==> config.mk <==
export PLATFORM = sky130hd
export DESIGN_NAME = writeback_unit
export DESIGN_NICKNAME = d
export VERILOG_FILES = /design/src/rtl/writeback_unit.sv
export SDC_FILE = /design/constraint.sdc
export NUM_CORES = 1
export LEC_CHECK = 0
export CORE_MARGIN = 2
export CORE_UTILIZATION = 42
export DETAILED_ROUTE_END_ITERATION = 8
export PLACE_DENSITY = 0.77
export SYNTH_ARGS = -nofsm -noshare
export SYNTH_HDL_FRONTEND = slang
export SYNTH_SLANG_ARGS = --single-unit
==> constraint.sdc <==
create_clock -name clk -period 2.1 [get_ports clk]
set_input_delay 0.63 -clock clk [delete_from_list [all_inputs] [get_ports clk]]
set_output_delay 0.63 -clock clk [all_outputs]
set_load 0.02 [all_outputs]
==> src/rtl/writeback_unit.sv <==
// Writeback stage: collects an execute result or a load response, commits it to the
// register file with a valid/acknowledge handshake and counts retired instructions.
module writeback_unit #(
    parameter int unsigned WIDTH = 32
) (
    input  logic             clk,
    input  logic             rst,
    input  logic             exu_valid,
    output logic             exu_ready,
    input  logic [WIDTH-1:0] exu_result,
    input  logic [4:0]       exu_rd,
    input  logic             exu_rf_we,
    input  logic             exu_is_load,
    input  logic [2:0]       exu_funct3,
    input  logic [1:0]       exu_addr_lo,
    input  logic             lsu_rvalid,
    output logic             lsu_rready,
    input  logic [WIDTH-1:0] lsu_rdata,
    input  logic             lsu_err,
    output logic             rf_we,
    output logic             rf_valid,
    output logic [4:0]       rf_rd_addr,
    output logic [WIDTH-1:0] rf_rd_data,
    input  logic             rf_start,
    output logic             commit_done,
    output logic             wb_fault,
    output logic [63:0]      instret
);

    typedef enum logic [1:0] {StIdle, StWaitMem, StCommit, StWaitAck} state_e;

    state_e           state_q, state_d;
    logic [4:0]       rd_q, rd_d;
    logic             we_q, we_d;
    logic [WIDTH-1:0] result_q, result_d;
    logic [2:0]       funct3_q, funct3_d;
    logic [1:0]       addr_lo_q, addr_lo_d;
    logic             is_load_q, is_load_d;
    logic             fault_q, fault_d;
    logic             wb_fault_q, wb_fault_d;
    logic             commit_done_q, commit_done_d;
    logic [63:0]      instret_q, instret_d;

    logic [7:0]       ld_byte;
    logic [15:0]      ld_half;
    logic [WIDTH-1:0] ld_data;

    // State register
    always_ff @(posedge clk or negedge rst) begin
        if (!rst) begin
            state_q <= StIdle;
        end else begin
            state_q <= state_d;
        end
    end

    // Next-state logic
    always_comb begin
        state_d = state_q;
        unique case (state_q)
            StIdle: begin
                if (exu_valid) begin
                    state_d = exu_is_load ? StWaitMem : StCommit;
                end
            end
            StWaitMem: begin
                if (lsu_rvalid) begin
                    state_d = StCommit;
                end
            end
            StCommit: state_d = StWaitAck;
            StWaitAck: begin
                if (rf_start) begin
                    state_d = StIdle;
                end
            end
            default: state_d = StIdle;
        endcase
    end

    // FSM outputs; exu_ready is gated by rst so it reads 0 while reset is held
    always_comb begin
        exu_ready  = 1'b0;
        lsu_rready = 1'b0;
        rf_valid   = 1'b0;
        rf_we      = 1'b0;
        unique case (state_q)
            StIdle:    exu_ready = rst;
            StWaitMem: lsu_rready = 1'b1;
            StCommit: begin
                rf_valid = 1'b1;
                rf_we    = we_q;
            end
            default: ;
        endcase
    end

    // Load lane selection and extension
    always_comb begin
        unique case (addr_lo_q)
            2'd0:    ld_byte = lsu_rdata[7:0];
            2'd1:    ld_byte = lsu_rdata[15:8];
            2'd2:    ld_byte = lsu_rdata[23:16];
            default: ld_byte = lsu_rdata[31:24];
        endcase
        ld_half = addr_lo_q[1] ? lsu_rdata[31:16] : lsu_rdata[15:0];
        case (funct3_q)
            3'b000:  ld_data = {{(WIDTH-8){ld_byte[7]}}, ld_byte};
            3'b001:  ld_data = {{(WIDTH-16){ld_half[15]}}, ld_half};
            3'b100:  ld_data = {{(WIDTH-8){1'b0}}, ld_byte};
            3'b101:  ld_data = {{(WIDTH-16){1'b0}}, ld_half};
            default: ld_data = lsu_rdata;
        endcase
    end

    always_comb begin
        rd_d          = rd_q;
        we_d          = we_q;
        result_d      = result_q;
        funct3_d      = funct3_q;
        addr_lo_d     = addr_lo_q;
        is_load_d     = is_load_q;
        fault_d       = fault_q;
        wb_fault_d    = 1'b0;
        commit_done_d = 1'b0;
        instret_d     = instret_q;
        unique case (state_q)
            StIdle: begin
                if (exu_valid) begin
                    rd_d      = exu_rd;
                    we_d      = exu_rf_we;
                    result_d  = exu_result;
                    funct3_d  = exu_funct3;
                    addr_lo_d = exu_addr_lo;
                    is_load_d = exu_is_load;
                    fault_d   = 1'b0;
                end
            end
            StWaitMem: begin
                if (lsu_rvalid) begin
                    if (lsu_err) begin
                        we_d       = 1'b0;
                        fault_d    = 1'b1;
                        wb_fault_d = 1'b1;
                    end else if (is_load_q) begin
                        result_d = ld_data;
                    end
                end
            end
            StWaitAck: begin
                if (rf_start) begin
                    commit_done_d = 1'b1;
                    // Faulted loads commit to release fetch but do not retire
                    if (!fault_q) begin
                        instret_d = instret_q + 64'd1;
                    end
                end
            end
            default: ;
        endcase
    end

    always_ff @(posedge clk or negedge rst) begin
        if (!rst) begin
            rd_q          <= '0;
            we_q          <= 1'b0;
            result_q      <= '0;
            funct3_q      <= '0;
            addr_lo_q     <= '0;
            is_load_q     <= 1'b0;
            fault_q       <= 1'b0;
            wb_fault_q    <= 1'b0;
            commit_done_q <= 1'b0;
            instret_q     <= '0;
        end else begin
            rd_q          <= rd_d;
            we_q          <= we_d;
            result_q      <= result_d;
            funct3_q      <= funct3_d;
            addr_lo_q     <= addr_lo_d;
            is_load_q     <= is_load_d;
            fault_q       <= fault_d;
            wb_fault_q    <= wb_fault_d;
            commit_done_q <= commit_done_d;
            instret_q     <= instret_d;
        end
    end

    assign rf_rd_addr  = rd_q;
    assign rf_rd_data  = result_q;
    assign commit_done = commit_done_q;
    assign wb_fault    = wb_fault_q;
    assign instret     = instret_q;

endmodule

==> summary.txt, run 1 <==
Detailed routing
  • DRC Markers: 0
  • ANT nets after route: 0
  • Total number of vias: 5308
  • 1st-pass router iterations: 5
  • DRT met1 WL: between 6 and 7 mm
  • Via-to-Cell Ratio: 5.34
  • Average wire per standard cell: 17.4 um
  • Metal2 WL: 9.07 mm
  • WL met3: 999 um
  • DR top layer: met4
  • DRT iter0 DRCs: 414
  • WL final: around 17 mm

Floorplan
  • Chip Width: 121 um
  • Row count: 42
  • Core Region: between 0.01 and 0.015 sq mm
  • Initial Util: between 40% and 50%
  • DIE AREA: 0.0147 sq mm
  • # IOs: 189
  • Die extent in y: approximately 120 um

Setup path
  • Worst path cell trace: clkdlybuf4s50_1 > nand3b_1 > buf_4 > or3_1 > nor4_1 > xor2_1
  • Worst R2R Start: state_q[0]$_DFFE_PN0P_
  • Worst Path Class, Setup: in -> reg
  • Slowest-stage cell, CP: clkdlybuf4s50_1
  • Worst EP required: 2420 ps
  • CP Launch Point: rf_start
  • R2R cell count: 7
  • Crit Path Max Fanout: 5
  • CP startpoint kind: primary input
  • Worst Setup EP: instret[17]$_DFFE_PN0P_
  • R2R setup slack: 70 ps
  • CP Capture Type: flop
  • Crit path largest cell delay: around 500 ps
  • R2r endpoint: instret[17]$_DFFE_PN0P_
  • WP data arrival: around 2400 ps

Timing
  • Max Freq: 482 MHz
  • Final number of hold-violating endpoints: 0
  • Tmin final: roughly 2100 ps
  • Worst setup margin: between 20 and 25 ps
  • Endpoints failing setup: 0
  • Worst-Margin Slew: 915 ps
  • Worst Skew: 8.15 ps
  • Min Hold Slack: 115 ps
  • Worst slew margin: 39.0%
  • Period utilisation layout: 98.8%
  • RSZ-0062 raised after global routing: true
  • Final Max Slew Viols: 0

Logic synthesis
  • Post-synth ARST share: between 90% and 100%
  • Post-synthesis mux area share: under 10%
  • Post-synth EDFFs: 0
  • Post-Synth XOR/XNOR Area: a little under a tenth
  • Syn avg cell area: 10.2 sq um
  • Largest family of logic cells by synthesized area: simple AND/OR/NAND/NOR gates
  • Synth Net Count: 654
  • Mapped Cells: 567
  • Top-area cell type share of the netlist area: 48.8%
  • Mapped Area: a little under 0.006 sq mm
  • Simple-gate share of the synthesized area: roughly a quarter
  • Synth Register Bits: 113
  • Sequential share of the synthesized area: 48.8%
  • Synth Area in Compound Gates: 7.62%
  • Ys flop type: dfrtp_1
  • Ys Warns: 0
  • Post-Synth Adder-Cell Area: 1.08%
  • Synth cell types: between 40 and 50
  • Top cells by area, synth: dfrtp_1 (49%), xor2_1 (6.2%), nand2_1 (3.9%), xnor2_1 (3.3%), nor2_1 (2.9%)
  • Leading area contributor after synthesis: dfrtp_1

Clock tree
  • TritonCTS clock tree: yes
  • CTS Hold Bufs: 0
  • Clk sinks: roughly 110
  • Worst skew pair latency: around 410 ps
  • Clock Tree Buf Depth: 2
  • CTS H-tree depth: 4
  • Total CTS buffers: 17
  • CTS clk-pin slew, worst paths: 50 ps
  • Root buffer cell: clkbuf_16

GRT
  • Vias in the first global route: 5376
  • Initial antenna violation count: 0
  • Largest net degree at the start of global routing: 72
  • Grt ovf: 0
  • First-pass GRT wire length: between 20 and 30 mm
  • GR Util All Layers: between 20% and 30%

Outcome
  • Status: completed

Place
  • # port buffers: approximately 190
  • DP HPWL: 12.7 mm
  • Pre-CTS setup slack: -445 ps
  • Placed Instances: 957
  • GP Congestion: 0.880

Hold path
  • Hold Crit Class: in -> async

Final layout
  • Finished Layout Cells: 994
  • Antenna fix cells: 0
  • Final nets: 893
  • Syn-to-layout area delta: 53.5%
  • Final Util: 66.6%
  • Layout fillers: 1032
  • Layout cells sized above 1: about 17%

Pwr
  • Leakage power: 4.42 nW
  • Worst VDD drop: 0.754 mV
  • Pwr per Cell Area: around 1100 mW/mm^2
  • Total power: 9.97 mW

Run
  • Total of max-cap violations: 0
==> power breakdown <==
group	leakage (nW)	total [mW]	internal (mW)	switching, mW
sequential	1.43	3.03	2.69	0.340
combinational	2.71	4.27	1.97	2.31
clock	0.277	2.67	1.73	0.938
total	4.42	9.97	6.39	3.59
==> layout by cell type (no fill, tap or decap), types with 5 or more instances in the layout <==
master,instances
inv_1,14
dlygate4sd2_1,35
nand3b_1,10
a31oi_1,6
buf_4,54
nand4_1,18
clkinv_2,5
dfrtp_1,111
nor3b_1,8
a21oi_1,8
nor3_1,27
a211oi_1,17
mux2_2,14
and3_1,8
xor2_1,41
mux2i_1,10
o21ai_0,7
nand3_1,25
nand2b_1,7
nor2b_1,9
clkbuf_16,17
nor3_2,12
o221ai_1,12
clkdlybuf4s50_1,128
xnor2_1,22
nor2_1,43
nand2_1,60
dlymetal6s2s_1,20
nor4_2,7
==> registers in the layout, summed over array words and instances (netlist names) <==
name / count
instret: 64
rf_rd_data: 32
rf_rd_addr: 5
funct3_q: 3
addr_lo_q: 2
state_q: 2
commit_done: 1
fault_q: 1
is_load_q: 1
wb_fault: 1
we_q: 1
==> per-stage QoR <==
| step | area [sq um] | setup TNS (ps) |
|---|---|---|
| after floorplan | 5790 | 0 |
| after global placement | 8220 | -18690 |
| after detailed placement | 8220 | -22610 |
| after CTS | 8730 | 0 |
| after global routing | 8890 | -270 |
| final | 8890 | 0 |
==> cell usage after synthesis, drive strengths merged (5+ instances only) <==
master,n
and2,6
clkbuf,20
xnor2,22
o21ai,8
ha,5
nor3,40
mux2i,10
o221ai,13
nand2b,7
nand4,21
xor2,41
a31oi,6
mux2,14
nor2,44
nand2,60
nand3,27
nand3b,10
inv,14
a21oi,8
nor3b,8
nor4,13
a211oi,18
dfrtp,113
nor2b,10
and3,9
buf,6
==> area by class of cell <==
type	instances	area [sq um]	share of cell area (%)
Inverter	15	56.3	0.633
Clock inverter	6	55.1	0.619
Tap cell	176	220	2.48
Sequential cell	113	2830	31.8
Clock buffer	25	495	5.57
Multi-Input combinational cell	413	2880	32.3
Timing Repair Buffer	246	2360	26.5
==> per-layer routing <==
metal | vias up | GRT usage (%)
met2 | 166 | 40.8
met1 | 2621 | 28.3
li1 | 2495 | -
met5 | - | 0
met3 | 26 | 6.30
met4 | 0 | 9.55
==> logic make-up (layout without fill, tap and decap cells) <==
| logic type | after synthesis | after routing |
|---|---|---|
| buf+inv | 41 | 292 |
| xor+xnor | 63 | 63 |
| mux | 25 | 25 |
| compound gates | 62 | 62 |
| simple gates | 258 | 258 |
| fa+ha+maj | 5 | 5 |
| flops | 113 | 113 |
==> what timing repair did <==
| item | 4_1_cts | 5_1_grt |
|---|---|---|
| buffers inserted | 0 | 6 |
| pin swaps | 0 | 8 |
| resized for setup | 52 | 35 |
| endpoints found under the setup margin | 46 | 60 |
==> worst max-delay path, delay by kind of cell <==
kind,cells,cell delay [ps]
XOR/XNOR,1,180
AND/OR/NAND/NOR,3,910
buffers and inverters,2,680
==> worst min path at each step <==
stage / endpoint / slack (ps)
2_1_floorplan: addr_lo_q[0]$_DFFE_PN0P_ / 330
3_3_place_gp: rf_rd_data[12]$_DFFE_PN0P_ / 460
3_5_place_dp: rf_rd_data[12]$_DFFE_PN0P_ / 470
4_1_cts: rf_rd_addr[4]$_DFFE_PN0P_ / 100
5_1_grt: rf_rd_addr[0]$_DFFE_PN0P_ / 100
6_report: rf_rd_addr[0]$_DFFE_PN0P_ / 120
Power figures use the tool's default switching activity.
==> inputs of run 2 (changes only) <==
--- a/config.mk
+++ b/config.mk
@@ -6,9 +6,9 @@
 export NUM_CORES = 1
 export LEC_CHECK = 0
 export CORE_MARGIN = 2
-export CORE_UTILIZATION = 42
+export CORE_UTILIZATION = 45
 export DETAILED_ROUTE_END_ITERATION = 8
-export PLACE_DENSITY = 0.77
+export PLACE_DENSITY = 0.79
 export SYNTH_ARGS = -nofsm -noshare
 export SYNTH_HDL_FRONTEND = slang
 export SYNTH_SLANG_ARGS = --single-unit
==> constraint.sdc (replaced) <==
create_clock -name clk -period 2.25 [get_ports clk]
set_input_delay 0.3375 -clock clk [delete_from_list [all_inputs] [get_ports clk]]
set_output_delay 0.3375 -clock clk [all_outputs]
set_load 0.02 [all_outputs]
==> run 2 against run 1 <==
Routed wire length fell by 5.3%. Non-clock buffer count fell by 36. Largest power group unchanged. Hold slack got worse by 89 ps. Clock-buffer cell count did not move. Combinational power fell by 11%. Clock skew fell by 1.2 ps. Critical path type is now reg -> reg. Core utilization rose by 0.96 points.
==> summary.txt, run 2 (synthesis results as in run 1) <==
Clock tree
  • Clock Tree Buf Depth: 2 (unchanged)
  • Worst skew pair latency: 410 ps (about the same)
  • Clk sinks: 113 (unchanged)
  • Root buffer cell: clkbuf_16
  • CTS H-tree depth: 4 (unchanged)
  • Total CTS buffers: 17 (unchanged)
  • CTS clk-pin slew, worst paths: 50 ps (about the same)
  • TritonCTS clock tree: yes
  • CTS Hold Bufs: 0 (unchanged)

Detailed routing
  • DRT iter0 DRCs: 344 (-17%)
  • Average wire per standard cell: 17.2 um (-1.2%)
  • ANT nets after route: 0 (unchanged)
  • 1st-pass router iterations: 4 (-1)
  • WL final: 16.4 mm (-5.3%)
  • Total number of vias: 5133 (-3.3%)
  • DRC Markers: 0 (unchanged)
  • Via-to-Cell Ratio: 5.39 (+0.86%)

Final layout
  • Most frequent cells in the layout: clkdlybuf4s50_1 (184), dfrtp_1 (113), nand2_1 (60), nor2_1 (44), xor2_1 (41)
  • Final nets: 857 (-4.0%)
  • Area used by multi-input combinational logic: 0.00280 sq mm (-2.6%)
  • Final Util: 67.6% (+0.96 points)
  • Layout fillers: 992 (-3.9%)
  • Most common cell after layout, fill and taps aside: clkdlybuf4s50_1
  • Flip-flop and latch area: 0.00283 sq mm (about the same)
  • Syn-to-layout area delta: 47.2%
  • Layout cells sized above 1: 11.7% (-5.8 points)
  • Max reg flops: 64 (unchanged)
  • Antenna fix cells: 0 (unchanged)
  • Final instance area: 0.00853 sq mm (-4.1%)
  • Finished Layout Cells: 953 (-4.1%)

Pwr
  • Sw frac: 36.1% (+0.14 points)
  • Worst VDD drop: 0.935 mV (+24%)
  • Pwr per Cell Area: 1080 mW/mm^2 (-3.6%)
  • Leakage power: 3.74 nW (-15%)
  • Combinational share of power: 41.5% (-1.4 points)
  • Clk network pwr share: 27.4% (+0.6 points)
  • Reg power frac: 31.2% (+0.8 points)
  • Switch Pwr: 3.33 mW (-7.2%)
  • Cell internal pwr: 5.89 mW (-7.8%)
  • Total power: 9.21 mW (-7.6%)

Setup path
  • CP startpoint kind: flop
  • Critical path buffers and inverters: 1 (-1)
  • Worst Path Class, Setup: reg -> reg
  • Worst EP required: 2580 ps (+160 ps)
  • Top delay family on crit path: simple AND/OR/NAND/NOR gates
  • Crit Path Max Fanout: 11 (+6)
  • Worst path cell trace: nand4_1 > nor4_1 > nand4_1 > buf_4 > nor4_2 > xor2_1
  • CP most frequent cell: nand4_1
  • CP Capture Type: flop
  • Crit path largest cell delay: 470 ps (-30 ps)
  • Slowest-stage cell, CP: dfrtp_1
  • WP data arrival: 2420 ps (+20 ps)

Timing
  • Max Freq: ~480 MHz
  • Min Hold Slack: 26.4 ps (-88.7 ps)
  • Tmin final: 2080 ps
  • Worst-Margin Slew: 590 ps (-324 ps)
  • Period utilisation layout: 92.6%
  • RSZ-0062 raised after global routing: false
  • Final number of hold-violating endpoints: 0 (unchanged)
  • Endpoints failing setup: 0 (unchanged)
  • Worst Skew: 6.98 ps (-1.18 ps)
  • Worst slew margin: 60.6% (+22 points)
  • Final Max Slew Viols: 0 (unchanged)

GRT
  • Grt ovf: 0 (unchanged)
  • Largest net degree at the start of global routing: 114 (+58%)
  • Initial antenna violation count: 0 (unchanged)
  • Vias in the first global route: 5256 (-2.2%)
  • GR Util All Layers: 24.2% (+0.47 points)
  • First-pass GRT wire length: 26.9 mm (-1.5%)

Place
  • GP Congestion: 0.889 (+1.0%)
  • # port buffers: 188 (unchanged)
  • Area post-placement: 0.00797 sq mm (-3.1%)
  • DP HPWL: 12.1 mm (-4.5%)
  • Placed Instances: 923 (-3.6%)

Run
  • Total of max-cap violations: 0 (unchanged)

Floorplan
  • DIE AREA: 0.0138 sq mm (-6.5%)
  • Row count: 41 (-2.4%)
  • Die extent in y: 117 um (-3.3%)
  • Chip Width: 117 um (-3.3%)
  • Core Region: 0.0126 sq mm (-5.5%)
  • Initial Util: 45.9% (+2.5 points)
  • # IOs: 189 (unchanged)

Hold path
  • Hold Crit Class: in -> async

Outcome
  • Status: completed
==> run 2: worst paths after layout <==
kind                                         start                   endpoint  slack, ps  cells after the start
min in group clk           instret[63]$_DFFE_PN0P_    instret[63]$_DFFE_PN0P_        470                      1
max in group asynchronous                      rst    instret[46]$_DFFE_PN0P_       1790                      2
max reg2reg                instret[25]$_DFFE_PN0P_    instret[60]$_DFFE_PN0P_        170                      6
max                        instret[25]$_DFFE_PN0P_    instret[60]$_DFFE_PN0P_        170                      6
min                                            rst  rf_rd_data[6]$_DFFE_PN0P_         30                      2
min reg2reg                instret[63]$_DFFE_PN0P_    instret[63]$_DFFE_PN0P_        470                      1
==> run 2: worst reg2reg max path, stage by stage, from the launching register on <==
cell     delay (ps)
dfrtp_1         470
nand4_1         230
nor4_1          470
nand4_1         150
buf_4           210
nor4_2          320
xor2_1          170
==> run 2: repair_timing <==
item | in CTS | in global routing
gates resized for setup | 4 | 1
hold endpoints to repair | 0 | 0
endpoints found under the setup margin | 2 | 1
buffers inserted | 0 | 0
==> run 2: cell type report <==
type | instances | share of cell area [%]
Inverter | 15 | 0.660
Tap cell | 172 | 2.52
Clock buffer | 25 | 5.93
Clock inverter | 5 | 0.616
Sequential cell | 113 | 33.2
Multi-Input combinational cell | 413 | 32.9
Timing Repair Buffer | 210 | 24.3
==> run 2: power by group through the flow <==
| stage | clock network [mW] | registers [mW] | logic [mW] |
|---|---|---|---|
| after floorplan | 0 | 3.23 | 1.87 |
| after global placement | 0 | 2.88 | 3.71 |
| after detailed placement | 0 | 2.90 | 3.81 |
| after CTS | 2.56 | 2.87 | 3.83 |
| after global routing | 2.65 | 2.93 | 4.16 |
| final | 2.52 | 2.87 | 3.82 |
==> run 2: per-layer routing <==
layer,global-route usage (%),up-vias,wire length (um)
met5,0,-,0
met1,29.9,2498,6950
met3,5.23,47,798
met2,40.2,161,8000
met4,12.5,0,636
li1,-,2427,-
==> run 2: metrics by stage <==
step / setup TNS (ps) / setup slack (ps)
finish: 0 / 166
global route: 0 / 21.3
CTS: 0 / 12.5
detailed placement: -37.1 / -37.1
global placement: 0 / 54.6
floorplan: 0 / 199
